**config.mk**
```make
export PLATFORM = sky130hd
export DESIGN_NAME = fetch_unit
export DESIGN_NICKNAME = d
export VERILOG_FILES = /design/src/rtl/fetch_pkg.sv /design/src/rtl/fetch_fifo.sv /design/src/rtl/fetch_unit.sv
export SDC_FILE = /design/constraint.sdc
export NUM_CORES = 1
export LEC_CHECK = 0
export CAP_MARGIN = 20
export CORE_AREA = 2 2 155 157
export DETAILED_ROUTE_END_ITERATION = 6
export DIE_AREA = 0 0 157 159
export MAX_ROUTING_LAYER = met4
export PLACE_DENSITY = 0.8
export RECOVER_POWER = 100
export SLEW_MARGIN = 0
export SYNTH_ARGS = -nofsm -noshare
export SYNTH_HDL_FRONTEND = slang
export SYNTH_SLANG_ARGS = --single-unit
```
**constraint.sdc**
```tcl
create_clock -name clk -period 12.8 [get_ports clk]
set_clock_uncertainty 0.15 [all_clocks]
set_input_delay 2.56 -clock clk [delete_from_list [all_inputs] [get_ports clk]]
set_output_delay 2.56 -clock clk [all_outputs]
set_load 0.03 [all_outputs]
```
**src/rtl/fetch_pkg.sv**
```systemverilog
// Shared fetch-stage types and constants; the entry type is also consumed by decode.
package fetch_pkg;

    localparam int XLEN = 32;
    localparam int INSTR_BYTES = 4;
    localparam logic [XLEN-1:0] DEFAULT_RESET_PC = 32'h0000_0000;

    typedef struct packed {
        logic [XLEN-1:0] pc;
        logic [XLEN-1:0] instr;
    } fetch_entry_t;

endpackage

```
**src/rtl/fetch_fifo.sv**
```systemverilog
// DEPTH-entry instruction buffer with flush; the head entry is held in output registers.
module fetch_fifo
    import fetch_pkg::*;
#(
    parameter int DW    = 2 * XLEN,
    parameter int DEPTH = 2
) (
    input  logic                     clk,
    input  logic                     rst,
    input  logic                     flush,
    input  logic                     push,
    input  logic [DW-1:0]            push_data,
    input  logic                     pop,
    output logic                     head_valid,
    output logic [DW-1:0]            head_data,
    output logic [$clog2(DEPTH):0]   count
);

    localparam int AW = $clog2(DEPTH);
    localparam int CW = AW + 1;

    logic [DW-1:0] mem_r [DEPTH];
    logic [DW-1:0] mem_n_s [DEPTH];
    logic [AW-1:0] wr_r, rd_r, wr_n_s, rd_n_s;
    logic [CW-1:0] cnt_r, cnt_n_s;
    logic [DW-1:0] head_r;
    logic          valid_r;

    // Next-state storage and pointers; pointers wrap naturally modulo DEPTH.
    always_comb begin
        mem_n_s = mem_r;
        wr_n_s  = wr_r;
        rd_n_s  = rd_r;
        cnt_n_s = cnt_r;
        if (flush) begin
            wr_n_s  = {AW{1'b0}};
            rd_n_s  = {AW{1'b0}};
            cnt_n_s = {CW{1'b0}};
        end else begin
            if (push) begin
                mem_n_s[wr_r] = push_data;
                wr_n_s        = wr_r + AW'(1'b1);
            end else begin
                wr_n_s = wr_r;
            end
            if (pop) begin
                rd_n_s = rd_r + AW'(1'b1);
            end else begin
                rd_n_s = rd_r;
            end
            cnt_n_s = cnt_r + CW'(push) - CW'(pop);
        end
    end

    // State update; the head registers preload the entry that will be at the head next cycle.
    always_ff @(posedge clk or posedge rst) begin
        if (rst) begin
            for (int i = 0; i < DEPTH; i++) begin
                mem_r[i] <= {DW{1'b0}};
            end
            wr_r    <= {AW{1'b0}};
            rd_r    <= {AW{1'b0}};
            cnt_r   <= {CW{1'b0}};
            head_r  <= {DW{1'b0}};
            valid_r <= 1'b0;
        end else begin
            mem_r   <= mem_n_s;
            wr_r    <= wr_n_s;
            rd_r    <= rd_n_s;
            cnt_r   <= cnt_n_s;
            head_r  <= mem_n_s[rd_n_s];
            valid_r <= (cnt_n_s != {CW{1'b0}});
        end
    end

    assign head_valid = valid_r;
    assign head_data  = head_r;
    assign count      = cnt_r;

endmodule

```
**src/rtl/fetch_unit.sv**
```systemverilog
// Instruction fetch: PC generation, credit-limited requests to imem, discard of
// stale responses after a redirect, and a small buffer feeding decode.
module fetch_unit
    import fetch_pkg::*;
#(
    parameter int               WIDTH    = XLEN,
    parameter int               DEPTH    = 2,
    parameter logic [WIDTH-1:0] RESET_PC = WIDTH'(DEFAULT_RESET_PC)
) (
    input  logic             clk,
    input  logic             rst,
    input  logic             redirect,
    input  logic [WIDTH-1:0] redirect_pc,
    output logic             imem_req,
    output logic [WIDTH-1:0] imem_addr,
    input  logic             imem_gnt,
    input  logic             imem_rvalid,
    input  logic [WIDTH-1:0] imem_rdata,
    output logic             instr_valid,
    output logic [WIDTH-1:0] instr,
    output logic [WIDTH-1:0] instr_pc,
    input  logic             instr_ready
);

    localparam int CW = $clog2(DEPTH) + 1;
    localparam logic [CW:0] CREDITS = (CW + 1)'(DEPTH);

    logic [WIDTH-1:0]   fetch_pc_r;
    logic [WIDTH-1:0]   resp_pc_r;
    logic [WIDTH-1:0]   target_s;
    logic [CW-1:0]      outst_r, disc_r, cnt_s, outst_next_s;
    logic               credit_s, grant_s, drop_s, push_s, pop_s;
    logic [2*WIDTH-1:0] head_s;
    logic               unused_pc_bits_s;

    // Credit check and per-cycle handshake decode; everything feeding imem_req is registered.
    always_comb begin
        credit_s     = ({1'b0, cnt_s} + {1'b0, outst_r}) < CREDITS;
        grant_s      = imem_req & imem_gnt;
        drop_s       = redirect | (disc_r != {CW{1'b0}});
        push_s       = imem_rvalid & ~drop_s;
        pop_s        = instr_valid & instr_ready;
        outst_next_s = outst_r + CW'(grant_s) - CW'(imem_rvalid);
        target_s     = {redirect_pc[WIDTH-1:2], 2'b00};
    end

    assign imem_req         = credit_s & ~rst;
    assign imem_addr        = fetch_pc_r;
    assign unused_pc_bits_s = ^redirect_pc[1:0];

    // resp_pc_r tracks the PC of the next response that will be kept, so discarded
    // words never advance it and it restarts at the target on a redirect.
    always_ff @(posedge clk or posedge rst) begin
        if (rst) begin
            fetch_pc_r <= RESET_PC;
            resp_pc_r  <= RESET_PC;
            outst_r    <= {CW{1'b0}};
            disc_r     <= {CW{1'b0}};
        end else begin
            outst_r <= outst_next_s;
            if (redirect) begin
                fetch_pc_r <= target_s;
                resp_pc_r  <= target_s;
                disc_r     <= outst_next_s;
            end else begin
                if (grant_s) begin
                    fetch_pc_r <= fetch_pc_r + WIDTH'(INSTR_BYTES);
                end
                if (push_s) begin
                    resp_pc_r <= resp_pc_r + WIDTH'(INSTR_BYTES);
                end
                if (imem_rvalid && (disc_r != {CW{1'b0}})) begin
                    disc_r <= disc_r - CW'(1'b1);
                end
            end
        end
    end

    fetch_fifo #(
        .DW    (2 * WIDTH),
        .DEPTH (DEPTH)
    ) u_fifo (
        .clk        (clk),
        .rst        (rst),
        .flush      (redirect),
        .push       (push_s),
        .push_data  ({resp_pc_r, imem_rdata}),
        .pop        (pop_s),
        .head_valid (instr_valid),
        .head_data  (head_s),
        .count      (cnt_s)
    );

    assign instr_pc = head_s[2*WIDTH-1:WIDTH];
    assign instr    = head_s[WIDTH-1:0];

endmodule

```
Word level (Yosys, flattened, before mapping):

Cells that the tools add are included.

* bits in registers: 265
* latch bits: 0
* memory bits (writable): 0
* ROM bits: 0
* input port bits: 70
* output and inout bits: 98
* logic and storage cells: 60
* memories kept: 0

* $add $sub $neg: 10
* multipliers: 0
* div/mod/pow operators: 0
* $lt $le $gt $ge: 4
* eq/ne operators: 0
* shift-type cells: 0
* muxes and demuxes: 19
* bitwise logic cells: 9
* reduce and logical (&&, ||, !) cells: 7

Operators with widths (count)
* 128-bit 2-to-1 mux: 2
* 64-bit 2-to-1 mux: 4
* 128-bit bitwise mux: 1
* 32-bit 2-to-1 mux: 4
* 32-bit by 3-bit adder with 32-bit output, second input constant: 2
* 64-bit demux with 1-bit select: 1
* 2-bit nonzero test: 5
* 2-bit 2-to-1 mux: 3
* 2-bit by 1-bit adder with 2-bit output: 2
* 1-bit AND: 4
* 2-bit greater-or-equal comparator, second input constant: 2
* 1-bit 2-to-1 mux: 4
* 1-bit NOT with 2-bit output: 2
* 2-bit by 1-bit subtractor with 2-bit output: 2
* 2-bit by 2-bit adder with 3-bit output: 1
* 3-bit by 2-bit less-than comparator with 1-bit output, second input constant: 1
* 1-bit adder, second input constant: 2
* 1-bit logical AND: 2
* 2-bit by 1-bit less-than comparator with 1-bit output, second input constant: 1
* 1-bit NOT: 2
* 2-bit by 1-bit subtractor with 2-bit output, second input constant: 1
* 1-bit OR: 1

Depth between registers and ports, before layout:

* depth after elaboration: 11
* gate-level depth with buffers: 11
* depth with buffers taken out: 11

By module:

A second synthesis with hierarchy kept.

* cells, all modules: 942
* area, all modules: 11895.2 µm²

By module, submodules not included
* fetch_fifo: times used 1, cells an instance 514, area an instance 7942.6 µm², seq. area each 4929.7 µm²
* fetch_unit: times used 1, cells an instance 428, area an instance 3952.5 µm², seq. area each 1601.5 µm²

Worst setup path after synthesis:

Ideal clock, no wire load.

* path type: input to output
* from: in rst
* to: out imem_req
* arrival: 3.251 ns
* data required time: 10.090 ns
* path slack: 6.839 ns
* stages on the path: 3
* path buffers: 1
* cell sequence: or3_1 -> buf_2 -> inv_1

* cells in the longest elaborated chain, start to end: 2

RTL lines
* from (decl): RTL line fetch_unit.sv:11 `input logic rst,`
* 1-bit NOT: RTL line fetch_unit.sv:47 `assign imem_req = credit_s & ~rst;`
* 1-bit AND: RTL line fetch_unit.sv:47
* to (decl): RTL line fetch_unit.sv:14 `output logic imem_req,`

No other way between the ends.

==> results.txt <==
The hold violation total from the final report came out at 0. The part of the Yosys area used for sequential elements is 50.7%. The aggregate routed wire length is 32.1 mm.

The clock latency reported for the late side of the worst-skew pair is 0.54 ns. The run finished, with violations left. The number of buffers inserted during clock tree synthesis came out at 27. The HPWL after detailed placement came out at 18.7 mm. In this run the number of H-tree levels came out at 1. The proportion of register bits with asynchronous set or reset after synthesis is 100%.

The chip width came out at 157 um. The largest net degree at the start of global routing is 165. Cells with a size suffix above 1 make up 16.5% of the layout. The synthesis warning total came out at 0.

The cell type with the largest total area after synthesis is sky130_fd_sc_hd__dfrtp_1. The final count of pins violating max slew came out at 350. At the end of routability-driven placement, the weighted congestion stood at 0.843.

Once layout is done, the placed cells without fillers occupy 0.0155 mm^2. The longest clock path from root to sink contains 3 buffers. The transition time of the tightest slew-check pin is 4.47 ns.

For met1 alone, demand over resource in global routing was 35.9%. The detail-routed via count per cell came out at 6.55. On the worst path, the slowest cell contributes a delay of 2.43 ns. The total overflow left after global routing is 0. The vertical die dimension is 159 um. The number of synthesized register bits is 261. The initial standard-cell utilization of the core came out at 55.6%. The share of the synthesized area in the top cell type came out at 50.7%. The count of hold buffers inserted by post-cts repair is 0. Across the run, the number of max-cap violations was 5.

The number of cells in the design after placement is 1490. The met3 demand-to-capacity share in global routing came out at 3.32%. The checks that failed: capacitance limit, slew limit. The number of diodes added for antenna fixing is 0. The met2 demand-to-capacity share in global routing came out at 40.9%.

Setup violations remaining at the end of the flow were counted as 0. The count of flip-flops with a built-in enable after synthesis is 0. The worst setup path is captured at a flop.

The number of antenna violations at the first check in global routing is 0. The boundary pin count is 168. The mean instance size in the synthesized netlist came out at 11.7 um^2.

The post-layout minimum cycle time came out at 8.95 ns. The core footprint came out at 0.0232 mm^2. The power density normalized to cell area is 223 mW/mm^2. The class of the most critical setup path is input pin to flop.

The via count is 10100. The required time of the critical path is 13.07 ns. The number of cells upsized or downsized after cts came out at 0. By area the synthesized netlist is led by sky130_fd_sc_hd__dfrtp_1 51%, sky130_fd_sc_hd__mux2_2 12%, sky130_fd_sc_hd__o221ai_1 8.3%, sky130_fd_sc_hd__mux2i_1 5.0%, sky130_fd_sc_hd__a22oi_1 3.6%.

The first-pass GRT wire length came out at 51.7 mm. The most common cell in the synthesized netlist is sky130_fd_sc_hd__dfrtp_1. From synthesis to final layout, the design area changed by 20.1%. The global-route usage over all layers came out at 26.1%. The critical path's slowest cell is sky130_fd_sc_hd__clkbuf_1.

The post-layout net count came out at 1278. After detailed routing, the average wire length per cell comes to 20.9 um. Counting stages on the worst path, the most repeated cell is sky130_fd_sc_hd__clkbuf_1. Setup repair after global routing left no endpoint under its margin. The number of fill cells is 1719. In this run the worst path has a maximum fanout of 64. The remaining max-slew budget at the tightest pin came out at -199%. Among all flip-flop cells after synthesis, the most frequent one is sky130_fd_sc_hd__dfrtp_1. The final setup TNS came out at 0 ns. The clock net sink count is 261.

In this run the cell area measured after placement is 0.0146 mm^2. The floorplan has 56 rows. The DRC violation count after routing is 0. The number of design-rule violations left by the first detailed-router iteration came out at 774. TritonCTS built the clock tree. The commonest cells after synthesis are 261 x sky130_fd_sc_hd__dfrtp_1, 138 x sky130_fd_sc_hd__mux2_2, 122 x sky130_fd_sc_hd__o221ai_1. The min-delay analysis places its worst path in the category flop to flop. The worst hold margin is 0.341 ns. In this run the remaining antenna-violating nets after routing total 0.

The arrival time reported for the critical path endpoint came out at 9.22 ns. The distinct cell type count after synthesis is 59. For this run, the detailed router's first-pass iteration total came to 5.

The via count of the first global-routing pass came out at 9852. Traced cell by cell, the critical path runs through dlygate4sd3_1 > clkbuf_1 > nand3b_1 > clkbuf_1 > nor2_1 > buf_4 > mux2_2. The worst path uses 69.9% of the clock period.

The clock transition at the registers of the reported paths is 0.06 ns. The floorplan step defined a die boundary enclosing 0.0250 mm^2. The nature of the critical path startpoint is an input pin. The library cell used as clock root buffer is sky130_fd_sc_hd__clkbuf_16. The instance count of the mapped netlist is 1101. VDD sags by at most 90.8 uV. met2 is the most crowded layer. The post-synthesis cell area is 0.0129 mm^2. The leakage power figure is 6.21 nW. The maximum clock frequency came out at 112 MHz. The overall power came out at 3.44 mW. The count of input and output buffers is 163. The number of standard cells in the final layout excluding fillers is 1537. The number of buffers inserted by post-CTS setup repair came out at 0.
==> layout by cell type, fill, tap and decap left out, types with 6 or more instances in the layout <==
master,synthesis,layout
sky130_fd_sc_hd__a211oi_1,8,8
sky130_fd_sc_hd__a21oi_1,8,8
sky130_fd_sc_hd__a22oi_1,61,61
sky130_fd_sc_hd__a31oi_1,21,21
sky130_fd_sc_hd__and2_1,8,6
sky130_fd_sc_hd__and3_1,7,7
sky130_fd_sc_hd__and4_1,12,12
sky130_fd_sc_hd__buf_4,2,7
sky130_fd_sc_hd__clkbuf_1,84,9
sky130_fd_sc_hd__clkbuf_16,0,27
sky130_fd_sc_hd__clkbuf_8,0,6
sky130_fd_sc_hd__clkdlybuf4s50_1,0,64
sky130_fd_sc_hd__dfrtp_1,261,260
sky130_fd_sc_hd__dlygate4sd3_1,0,99
sky130_fd_sc_hd__ha_1,7,7
sky130_fd_sc_hd__inv_1,14,12
sky130_fd_sc_hd__mux2_2,138,137
sky130_fd_sc_hd__mux2i_1,64,64
sky130_fd_sc_hd__nand2_1,33,33
sky130_fd_sc_hd__nand3_1,20,20
sky130_fd_sc_hd__nand4_1,24,24
sky130_fd_sc_hd__nor2_1,29,29
sky130_fd_sc_hd__nor2b_1,7,7
sky130_fd_sc_hd__nor3_1,9,9
sky130_fd_sc_hd__nor4_1,14,14
sky130_fd_sc_hd__o21ai_0,17,17
sky130_fd_sc_hd__o221ai_1,122,122
sky130_fd_sc_hd__o31ai_1,12,12
sky130_fd_sc_hd__or3_1,10,10
sky130_fd_sc_hd__or4_1,13,13
sky130_fd_sc_hd__xnor2_1,24,24
==> worst max-delay path, delay by kind of cell <==
| family | cells | cell delay [ns] |
|---|---|---|
| buffers and inverters | 4 | 4.87 |
| AND/OR/NAND/NOR | 2 | 1.35 |
| multiplexers | 1 | 0.38 |
==> path summary, 6_finish.rpt <==
kind,cells after the start,slack (ns),to,start
worst min register to register,2,0.34,u_fifo.mem_r[62]$_DFF_PP0_,u_fifo.mem_r[62]$_DFF_PP0_
worst max-delay path,7,3.85,u_fifo.mem_r[101]$_DFF_PP0_,redirect
worst min-delay path,2,0.34,u_fifo.mem_r[62]$_DFF_PP0_,u_fifo.mem_r[62]$_DFF_PP0_
max in group asynchronous,3,6.73,u_fifo.wr_r$_DFFE_PP0N_,rst
min in group asynchronous,2,3.72,imem_addr[12]$_DFFE_PP0P_,rst
worst max register to register,7,7.05,u_fifo.mem_r[101]$_DFF_PP0_,disc_r[0]$_DFFE_PP0P_
==> power by group <==
group | switching (mW) | internal (mW) | leakage (nW)
combinational | 0.667 | 0.585 | 2.59
sequential | 0.247 | 1.16 | 3.19
clock | 0.327 | 0.461 | 0.434
total | 1.24 | 2.20 | 6.21
==> sequential cells by signal, indices dropped and copies added, names as in the netlist <==
signal / flops
u_fifo.mem_r: 128
u_fifo.head_data: 64
imem_addr: 30
resp_pc_r: 30
disc_r: 2
outst_r: 2
u_fifo.count: 2
u_fifo.head_valid: 1
u_fifo.rd_r: 1
u_fifo.wr_r: 1
==> routing by layer <==
| layer | vias to the layer above | part of all wire [%] |
|---|---|---|
| met1 | 5113 | 44 |
| met5 | - | 0 |
| li1 | 4494 | - |
| met3 | 60 | 7.0 |
| met4 | 0 | 2.1 |
| met2 | 408 | 47 |
==> through the flow <==
stage	setup WS, ns	utilization, %
after CTS	5.69	66.9
final	3.85	66.7
after floorplan	2.91	-
after global routing	3.39	66.7
after detailed placement	5.71	63.1
after global placement	5.69	63.1
==> cell type report <==
type                            count  area, um^2  area share [%]
Sequential cell                   261        6530            42.2
Multi-Input combinational cell    718        5870            38.0
Tap cell                          319         399            2.58
Inverter                           17        67.6           0.437
Clock buffer                       38         777            5.02
Clock inverter                      9         101           0.655
Timing Repair Buffer              175        1720            11.1
==> logic make-up (layout without fill, tap and decap cells) <==
| logic type | count (synthesis) | after routing | synth area share [%] |
|---|---|---|---|
| AOI/OAI and AO/OA | 269 | 269 | 16.3 |
| DFF | 261 | 261 | 50.7 |
| xor gates and xnor gates | 29 | 29 | 1.97 |
| muxes | 202 | 202 | 17.0 |
| other | 1 | 2 | 0.0291 |
| and+or+nand+nor | 208 | 208 | 9.40 |
| adders and majority gates | 8 | 8 | 0.835 |
| buffers and inverters | 123 | 239 | 3.72 |
Note: power is estimated with default switching activity, not from simulation.
==> RTL edit 1, RTL diff (config.mk and constraints unchanged) <==
Change the package constant `XLEN` from 32 to 36.
--- a/src/rtl/fetch_pkg.sv
+++ b/src/rtl/fetch_pkg.sv
@@ -1,7 +1,7 @@
 // Shared fetch-stage types and constants; the entry type is also consumed by decode.
 package fetch_pkg;
 
-    localparam int XLEN = 32;
+    localparam int XLEN = 36;
     localparam int INSTR_BYTES = 4;
     localparam logic [XLEN-1:0] DEFAULT_RESET_PC = 32'h0000_0000;
 
Interface: changed (5 resized); port bits go from 168 to 188. The function was not compared with the original's and may differ.
==> RTL edit 1 against the unedited design <==
  * The flow still finishes with violations (capacitance limit, slew limit)
  * Maximum frequency fell by 3.3%
  * Worst setup slack lost 0.31 ns
  * Core utilization is 8.6 points higher
  * Routed wire length is 13% higher
  * Critical path depth stayed put
  * Area after synthesis rose by 14%
  * Global-route usage grew 3.1 points
  * Final area grew 13%
  * Sequential share of layout area is 0.24 points lower
  * Cell count increased by 11%
  * Sequential cell count grew 32
  * Count of clock-buffer cells in the layout rose by 10
  * Power is 12% higher
  * Critical path type unchanged
  * Largest cell class unchanged
  * Highest routed layer unchanged
==> RTL edit 1: results <==
export IMPL_status="finished with violations"
export IMPL_violations="capacitance limit, slew limit"
export IMPL_grtUsageMet3=0.0313
export IMPL_first_iter_violations=927
export IMPL_clk_power_w=0.000887
export IMPL_slew_viol_final=503
export IMPL_cts_made_buffers=30
export IMPL_drt_met1_wl_um=15900
export IMPL_syn_inst=1253
export IMPL_pg_comb_w=0.00141
export IMPL_register_area_sq_um=7330
export IMPL_drv_cap=9
export IMPL_dp_worst_setup_slack_ns=6.04
export IMPL_clkbuf_count=48
export IMPL_drive_gt1_frac=0.163
export IMPL_stdcell_area_sq_um=17500
export IMPL_grt_pass1_wl_um=58200
export IMPL_synth_distinct_cells=63
export IMPL_slowest_delay_ns=2.13
export IMPL_final_cells=1706
export IMPL_switching_share=0.357
export IMPL_cts_sink_count=293
export IMPL_dpl_cell_area_sq_um=16600
export IMPL_dr_wl_met2_um=17000
export IMPL_relSlewSlack=-2.01
RTL edit 1: kinds of logic (layout without fill, tap and decap cells):
family                   count (synthesis)  after routing  share of synthesized area
AO/OA/AOI/OAI                          311            311                      0.170
XOR/XNOR                                29             29                     0.0173
adder cells (fa/ha/maj)                  8              8                    0.00733
buffers and inverters                  143            276                     0.0409
flip-flops                             293            293                      0.499
multiplexers                           226            226                      0.167
other                                    1              2                   0.000255
AND/OR/NAND/NOR                        242            242                     0.0983
RTL edit 1: how the worst min path moves through the flow:
stage	slack (ns)	from	cells past startpoint	to
global route	0.35	u_fifo.mem_r[37]	1	u_fifo.mem_r[37]
floorplan	0.29	u_fifo.mem_r[70]	2	u_fifo.mem_r[70]
finish	0.34	u_fifo.mem_r[37]	1	u_fifo.mem_r[37]
global placement	0.30	u_fifo.mem_r[70]	2	u_fifo.mem_r[70]
detailed placement	0.32	u_fifo.mem_r[70]	2	u_fifo.mem_r[70]
CTS	0.33	u_fifo.mem_r[70]	2	u_fifo.mem_r[70]
==> RTL edit 2, RTL diff (same flow settings) <==
Without the edit above. Reset style: synchronous (`rst`), changed in 2 clocked blocks.
--- a/src/rtl/fetch_fifo.sv
+++ b/src/rtl/fetch_fifo.sv
@@ -53,7 +53,7 @@
     end
 
     // State update; the head registers preload the entry that will be at the head next cycle.
-    always_ff @(posedge clk or posedge rst) begin
+    always_ff @(posedge clk) begin
         if (rst) begin
             for (int i = 0; i < DEPTH; i++) begin
                 mem_r[i] <= {DW{1'b0}};
--- a/src/rtl/fetch_unit.sv
+++ b/src/rtl/fetch_unit.sv
@@ -50,7 +50,7 @@
 
     // resp_pc_r tracks the PC of the next response that will be kept, so discarded
     // words never advance it and it restarts at the target on a redirect.
-    always_ff @(posedge clk or posedge rst) begin
+    always_ff @(posedge clk) begin
         if (rst) begin
             fetch_pc_r <= RESET_PC;
             resp_pc_r  <= RESET_PC;
Formal check against the unedited RTL: differs if rst is asserted again (counterexample within 4 cycles, from zero or initial values and one cycle with rst high); with rst held inactive, the same outputs for 4 cycles.
==> RTL edit 2 against the unedited design <==
  * The flow still finishes with violations (capacitance limit, slew limit)
  * Worst setup slack gained 0.62 ns
  * Area after synthesis shrank 22%
  * Via count shrank 20%
  * Final area shrank 17%
  * Maximum frequency grew 7.4%
  * Critical path depth shrank 1
  * Sequential cell count is the same
  * Cell count shrank 0.20%
  * Sequential share of layout area shrank 1.4 points
  * Global-route usage shrank 5.9 points
  * First-iteration DRC count shrank 33%
  * Routed wire length shrank 22%
  * Largest cell class unchanged
Power is not compared: it rests on default switching activity, and its combinational part moved more than twofold at a synthesized area within 25%.
==> RTL edit 2: results <==
export IMPL_insertion_delay_ns=0.53
export IMPL_crit_arrival_ns=8.44
export IMPL_grt_max_degree=91
export IMPL_drive_gt1_frac=0.0486
export IMPL_violations="capacitance limit, slew limit"
export IMPL_grtUsageTotal=0.202
export IMPL_ys_seq_area_frac=0.519
export IMPL_worst_path_max_fanout=45
export IMPL_gp_congestion=0.826
export IMPL_fin_nets=1271
export IMPL_cts_made_buffers=28
export IMPL_synth_ff_type="dfxtp_1"
export IMPL_wl_per_cell_um=16.2
export IMPL_r2r_cells=8
export IMPL_drv_cap=9
export IMPL_post_dp_hpwl_um=15900
export IMPL_vias=8070
export IMPL_first_iter_violations=515
export IMPL_synth_area_leaders="dfxtp_1, mux2i_1, nand2_1"
export IMPL_grt_pass1_wl_um=40600
export IMPL_status="finished with violations"
export IMPL_synth_commonest_cells="dfxtp_1, nand2_1, a21oi_1"
export IMPL_slew_viol_final=403
export IMPL_relSlewSlack=-1.55
export IMPL_slowest_delay_ns=1.97
## RTL edit 2: cell count changes after synthesis, sizes merged, moves of 20 or more
cell / unedited run / this run
nand2: 33 / 150
o221ai: 122 / 0
a21boi: 3 / 34
dfxtp: 0 / 261
a31oi: 21 / 1
xor2: 5 / 27
a2bb2oi: 0 / 64
dfrtp: 261 / 0
a21oi: 8 / 90
mux2: 138 / 0
nor2: 29 / 87
a22oi: 61 / 0
clkbuf: 84 / 39
## RTL edit 2: cells by family after synthesis
| kind of cell | share of synthesized area |
|---|---|
| multiplexers | 0.0646 |
| AND/OR/NAND/NOR | 0.162 |
| AO/OA/AOI/OAI | 0.149 |
| adder cells (fa/ha/maj) | 0.0107 |
| XOR/XNOR | 0.0513 |
| flip-flops | 0.519 |
| buffers and inverters | 0.0435 |
| other | 0.000372 |
## RTL edit 2: worst reg2reg max path, cell delays in order, from the launching register on
cell	delay, ns
dfxtp_1	0.30
inv_1	0.06
ha_1	0.25
nand2_1	0.22
nor2_1	0.13
nand2_1	1.45
clkbuf_1	1.98
mux2i_1	0.41
nor2_1	0.08
## RTL edit 2: layout make-up
cell class	instances	area [sq um]
fill	2000	10400
sequential	261	5230
multi-input combinational	697	4390
timing repair buffer	172	1660
clock buffer	38	800
tap	319	399
clock inverter	14	190
inverter	33	124
## RTL edit 2: routing by layer
metal | up-vias | routed length (um) | track usage | share of wire
met5 | - | 0 | - | 0
li1 | 3900 | - | - | -
met1 | 3883 | 11100 | 0.254 | 0.44
met3 | 51 | 1190 | 0.0294 | 0.048
met2 | 236 | 12000 | 0.341 | 0.48
met4 | 0 | 597 | 0.0534 | 0.024
## RTL edit 2: metrics by stage
step	instances	setup WS, ns	cell area [sq um]	util	power, W
finish	1534	4.47	12800	0.552	0.00200
global route	1534	3.86	12800	0.552	0.00207
CTS	1534	6.51	12900	0.555	0.00202
floorplan	1063	6.48	10100	-	0.00107
detailed placement	1482	6.53	11900	0.512	0.00118
global placement	1482	6.52	11900	0.512	0.00117
## RTL edit 2: power groups by stage
stage	Sequential, W	Clock [W]	Combinational [W]
floorplan	0.000950	0	0.000121
detailed placement	0.000912	0	0.000268
CTS	0.000895	0.000860	0.000270
global placement	0.000910	0	0.000264
finish	0.000893	0.000849	0.000258
global route	0.000899	0.000896	0.000279
## RTL edit 2: worst paths after layout
check | slack (ns) | end | from
setup / recovery | 4.47 | u_fifo.mem_r[35] | redirect
hold / removal | 0.31 | u_fifo.head_data[33] | u_fifo.mem_r[33]
setup reg to reg | 7.50 | u_fifo.mem_r[35] | disc_r[0]
hold reg to reg | 0.31 | u_fifo.head_data[33] | u_fifo.mem_r[33]
